===== config.mk =====
export PLATFORM = sky130hd
export DESIGN_NAME = skid_buffer
export DESIGN_NICKNAME = d
export VERILOG_FILES = /design/src/rtl/skid_buffer.sv
export SDC_FILE = /design/constraint.sdc
export NUM_CORES = 1
export LEC_CHECK = 0
export BUFFER_PORTS_ARGS = -buffer_cell sky130_fd_sc_hd__buf_2
export CORE_ASPECT_RATIO = 0.75
export CORE_MARGIN = 2
export CORE_UTILIZATION = 45
export CTS_BUF_LIST = sky130_fd_sc_hd__clkbuf_4
export DETAILED_ROUTE_END_ITERATION = 10
export PLACE_DENSITY = 0.79
export SYNTH_ARGS = -nofsm -noshare
export SYNTH_HDL_FRONTEND = slang
export SYNTH_SLANG_ARGS = --single-unit

===== constraint.sdc =====
create_clock -name clk -period 3.9 [get_ports clk]
set_input_delay 0.39 -clock clk [delete_from_list [all_inputs] [get_ports clk]]
set_output_delay 0.39 -clock clk [all_outputs]
set_load 0.02 [all_outputs]

===== src/rtl/skid_buffer.sv =====
// Two-entry valid/ready skid stage with registered in_ready/out_valid.
// out_data is the main register; the skid register absorbs one word under backpressure.
module skid_buffer #(
    parameter int               WIDTH = 32,
    parameter logic [WIDTH-1:0] INIT  = '0
) (
    input  logic             clk,
    input  logic             reset,
    input  logic             flush,
    input  logic             in_valid,
    output logic             in_ready,
    input  logic [WIDTH-1:0] in_data,
    output logic             out_valid,
    input  logic             out_ready,
    output logic [WIDTH-1:0] out_data,
    output logic [1:0]       occupancy
);

    typedef enum logic [1:0] {
        EMPTY = 2'd0,
        BUSY  = 2'd1,
        FULL  = 2'd2
    } state_e;

    state_e           state_q, state_d;
    logic [WIDTH-1:0] main_q, main_d;
    logic [WIDTH-1:0] skid_q, skid_d;
    logic             in_ready_q, in_ready_d;
    logic             out_valid_q, out_valid_d;
    logic [1:0]       occ_q, occ_d;
    logic             in_fire;
    logic             out_fire;

    assign in_fire  = in_valid & in_ready_q;
    assign out_fire = out_valid_q & out_ready;

    always_comb begin
        state_d = state_q;
        main_d  = main_q;
        skid_d  = skid_q;
        if (flush) begin
            state_d = EMPTY;
            main_d  = INIT;
            skid_d  = INIT;
        end else begin
            unique case (state_q)
                EMPTY: begin
                    if (in_fire) begin
                        main_d  = in_data;
                        state_d = BUSY;
                    end
                end
                BUSY: begin
                    if (in_fire && out_fire) begin
                        main_d = in_data;
                    end else if (in_fire) begin
                        skid_d  = in_data;
                        state_d = FULL;
                    end else if (out_fire) begin
                        state_d = EMPTY;
                    end
                end
                FULL: begin
                    if (out_fire) begin
                        main_d  = skid_q;
                        state_d = BUSY;
                    end
                end
                default: state_d = EMPTY;
            endcase
        end

        // Handshake outputs are decoded from the next state so they register cleanly.
        in_ready_d  = (state_d != FULL);
        out_valid_d = (state_d != EMPTY);
        unique case (state_d)
            BUSY:    occ_d = 2'd1;
            FULL:    occ_d = 2'd2;
            default: occ_d = 2'd0;
        endcase
    end

    always_ff @(posedge clk) begin
        if (reset) begin
            state_q     <= EMPTY;
            main_q      <= INIT;
            skid_q      <= INIT;
            in_ready_q  <= 1'b1;
            out_valid_q <= 1'b0;
            occ_q       <= 2'd0;
        end else begin
            state_q     <= state_d;
            main_q      <= main_d;
            skid_q      <= skid_d;
            in_ready_q  <= in_ready_d;
            out_valid_q <= out_valid_d;
            occ_q       <= occ_d;
        end
    end

    assign in_ready  = in_ready_q;
    assign out_valid = out_valid_q;
    assign out_data  = main_q;
    assign occupancy = occ_q;

endmodule

After elaboration in Yosys (flattened, before gate mapping). Index checks and enable logic that the tools add are counted.

Reduce and logical (&&, ||, !) cells: 7. Equality and inequality tests: 8. Bitwise gates (word level): 3. Multiplexer cells: 12.

Operators by type and width (count): $mux 32 (3); $pmux 32 s3 (1); $mux 2 (6); $ne 2x2->1 const B (4); $pmux 2 s3 (1); $eq 2x1->1 const B (2); $eq 2x2->1 const B (2); $pmux 2 s2 (1); $reduce_and 4->1 (1); $reduce_and 3->1 (1); $reduce_bool 3->1 (1); $and 1x1->1 (2); $logic_not 2->1 (1); $reduce_bool 2->1 (1); $reduce_or 2->1 (1); $logic_and 1x1->1 (1); $not 1->1 (1).

Register bits after elaboration: 70. Word-level logic and storage cells: 36.

Longest topological paths before layout.
Depth after elaboration: 8. Depth in mapped cells: 5. Depth with buffers taken out: 3.

Worst setup path before layout. No wires, ideal clock.

Path type: register to register. From: register out_valid_q, in the netlist out_valid. To: register main_q[0], in the netlist out_data[0]. Path slack: 2.521 ns. Stages on the path, launching flop included: 5. Data required time: 3.754 ns. Buffers on the path: 1. Data arrival time: 1.233 ns. Path through: dfxtp_1 nand2_1 o22ai_4 buf_4 a211oi_2.

Cells in the longest elaborated chain, start to end: 4. Elaborated cells between the ends (all ways): 5. Those cells by class: eq/ne: 2; bitwise: 1; reduce/logical: 2.

RTL lines: start, declared (line 29) `logic out_valid_q, out_valid_d;`; start signal, assigned (line 96) `out_valid_q <= out_valid_d;`; $and 1x1->1 * (line 35) `assign out_fire = out_valid_q & out_ready;`; $logic_and 1x1->1 (line 54) `if (in_fire && out_fire) begin`; $ne 2x2->1 (no source line); $reduce_and 4->1 (no source line) *; end signal, assigned (line 93) `main_q <= main_d;`; end, declared (line 26) `logic [WIDTH-1:0] main_q, main_d;`.

Mark *: on every way between the ends. The rest lies on a longest branch, timed or not. A chain may end at the register's enable or synchronous reset.

Final worst setup path.
From: register state_q[1]. To: register main_q[23], in the netlist out_data[23].

Cells in the longest elaborated chain, start to end: 3. Elaborated cells between the ends (all ways): 9. Those cells by class: eq/ne: 5; mux: 1; reduce/logical: 3.

RTL lines: start, declared (line 25) `state_e state_q, state_d;`; start signal, assigned (line 92) `state_q <= state_d;`; $eq 2x1->1, or another cell as far along (line 46) `unique case (state_q)`; $ne 2x2->1 (no source line) or $reduce_bool 3->1 (tied branches); $reduce_and 4->1 (no source line).

Several ways; a longest one is shown, not always the timed one.

==> results.json <==
{
  "synthDominantCellAreaShare": 0.404,
  "die-width_um": 105,
  "worst_pin_slew_ps": 1120,
  "grt_total_ovfl": 0,
  "finalSetupViolations": 0,
  "synth-edff-count": 0,
  "place.gp.congestion": 0.735,
  "power.density_cell_area_nw_per_um2": 353,
  "post-route-period-util": 0.577,
  "final_core_util": 0.512,
  "placement.cell_area_um2": 3700,
  "tritoncts": "built",
  "rsz0062_at_grt": "false",
  "clkSlewWorstSetupHoldPaths_ps": 110,
  "start_util": 0.469,
  "port-buffer-count": 72,
  "cts_hold_buffers": 0,
  "launching_element_type_of_the_critical_path": "register",
  "first_pass_grt_wire_length_mm": 12.9,
  "mappedNetlistArea_um2": 3470,
  "timing.setup.critical_path_class": "reg -> reg",
  "dieArea_um2": 8430,
  "worst_skew_pair.late_latency_ps": 400,
  "worst_ir_drop_vdd_uv": 177,
  "setup_ws_pre_cts_ps": 1620,
  "pin_count_of_the_biggest_net_entering_global_routing": 71,
  "yosys_warnings": 0,
  "cts-resized-gates": 0,
  "total_leakage_power_nw": 1.57,
  "hold_slack_ps": 242,
  "via_count_of_the_first_global_routing_pass": 2490,
  "layout-area-overhead-vs-synth_pct": 9.27,
  "placement_rows": 27,
  "number_of_vias_per_cell_after_detailed_routing": 5.76,
  "vias": 2735,
  "hold-path-cell-count": 3,
  "antenna_found_initial": 0,
  "postSynth.asyncResetShare": 0,
  "max_freq_mhz": 444,
  "required_ps": 4150,
  "detail_route.drc_violations": 0,
  "n_antenna_cell": 0,
  "drtPass1Iterations": 5,
  "synthesis.area_per_instance_um2": 10.8,
  "post_synth_inst_count": 322,
  "grt.total_usage": 0.192,
  "synth_largest_area_cell": "dfxtp_1",
  "mappedNetlistNets": 359,
  "top_level_ports": 73,
  "ctsRootBufferMaster": "clkbuf_4",
  "multi_input_combinational_cell_area_um2": 1770,
  "final_nets": 409,
  "worst_slack_setup_final_ps": 1650,
  "min-delay-path-class": "in -> reg",
  "max-slew-margin-rel": 0.254,
  "synth_top_cells_by_area": "dfxtp_1 40%, a211oi_2 22%, mux2i_1 9.2%, a21oi_1 4.6%, nand3_1 4.6%",
  "final.setup.tns_ps": 0,
  "detail_route.iter0.violations": 150,
  "n_fill_cell": 665,
  "synth_sequential_area_ratio": 0.404,
  "min_period_ps": 2250,
  "final_clock_skew_ps": 8.52,
  "fp.dieH_um": 80.0,
  "hpwlAfterDp_mm": 4.96,
  "synth_seq_cells": 70,
  "timing.critical_path.arrival_ps": 2490,
  "layout.area.seq_um2": 1400,
  "tritoncts_num_sinks": 70,
  "clock_buffer_depth": 2,
  "synth_cell_types": 29,
  "run_status": "completed",
  "core_area_um2": 7400,
  "max-cap-violations": 0,
  "finalWirelength_mm": 8.06,
  "timing.critical_path.to_type": "register",
  "number_of_cts_inserted_buffers": 9,
  "wl_per_cell_um": 17.0,
  "cts_post_setup_buffers_inserted": 0,
  "reg2reg_depth": 5,
  "ant_nets": 0,
  "h-tree-depth": 3,
  "final_cell_area_um2": 3790,
  "share_of_final_layout_standard_cells_stronger_than_drive_strength_1": 0.420,
  "report.final.slew_viol_count": 0,
  "report.final.hold_viol_count": 0,
  "postSynth.topFlopCell": "dfxtp_1",
  "path_max_fanout": 33
}
## critical path, cell delays in order (launching register included)
cell	delay, ps
dfxtp_1	380
nand3b_1	180
buf_4	260
o22ai_4	860
buf_4	330
a211oi_2	80
## placed cells by master, fill, tap and decap left out, types with 2 or more instances in the layout
cell / count
clkinv_2: 2
nor3b_1: 3
clkbuf_4: 9
a211oi_2: 60
mux2i_1: 32
nand3_1: 32
nor4bb_1: 2
nand2_1: 2
buf_4: 6
clkinv_1: 2
o21ai_1: 32
a21oi_1: 32
buf_2: 72
a211oi_1: 4
dfxtp_1: 70
## per-stage QoR
step           instances  power, mW
6_report             475       1.34
4_1_cts              475       1.35
3_3_place_gp         462       1.00
5_1_grt              475       1.40
2_1_floorplan        322      0.950
3_5_place_dp         462       1.01
## where the power goes
| part | switching (mW) | internal (mW) |
|---|---|---|
| sequential | 0.0162 | 0.736 |
| clock | 0.234 | 0.115 |
| combinational | 0.148 | 0.0899 |
## state kept, by name, summed over array words and instances, names as in the netlist
name	count
in_ready	1
occupancy	2
out_data	32
out_valid	1
skid_q	32
state_q	2
## metal layers
metal | up-vias | wire [µm] | GRT usage
li1 | 1317 | - | -
met1 | 1317 | 3910 | 0.266
met2 | 90 | 3530 | 0.290
met3 | 11 | 523 | 0.0571
met4 | 0 | 101 | 0.0480
met5 | - | 0 | 0
## final timing paths
check,startpoint,endpoint,slack [ps]
max,state_q[1],out_data[23],1650
min,in_data[29],skid_q[29],240
max reg2reg,state_q[1],out_data[23],1650
min reg2reg,skid_q[28],skid_q[28],480
## Yosys cell counts, types with 2 or more instances
library cell  instances
buf_4                 6
buf_6                 9
clkbuf_1              7
buf_2                14
nor4bb_1              2
dfxtp_1              70
a21oi_1              32
o21ai_1              32
nand3_1              32
buf_12                3
mux2i_1              32
a211oi_1              4
nand2_1               2
nor3b_1               3
a211oi_2             60
## kinds of logic after synthesis
logic type	synth area share
AO/OA/AOI/OAI	0.340
flip-flops	0.404
AND/OR/NAND/NOR	0.0762
buffers and inverters	0.0873
multiplexers	0.0924
## layout make-up
| cell class | count | area share |
|---|---|---|
| well taps | 101 | 0.0334 |
| clock inverters | 4 | 0.00462 |
| flip-flops and latches | 70 | 0.370 |
| repair buffers | 78 | 0.107 |
| multi-input cells | 213 | 0.467 |
| clock buffers | 9 | 0.0178 |
Power figures use the tool's default switching activity.
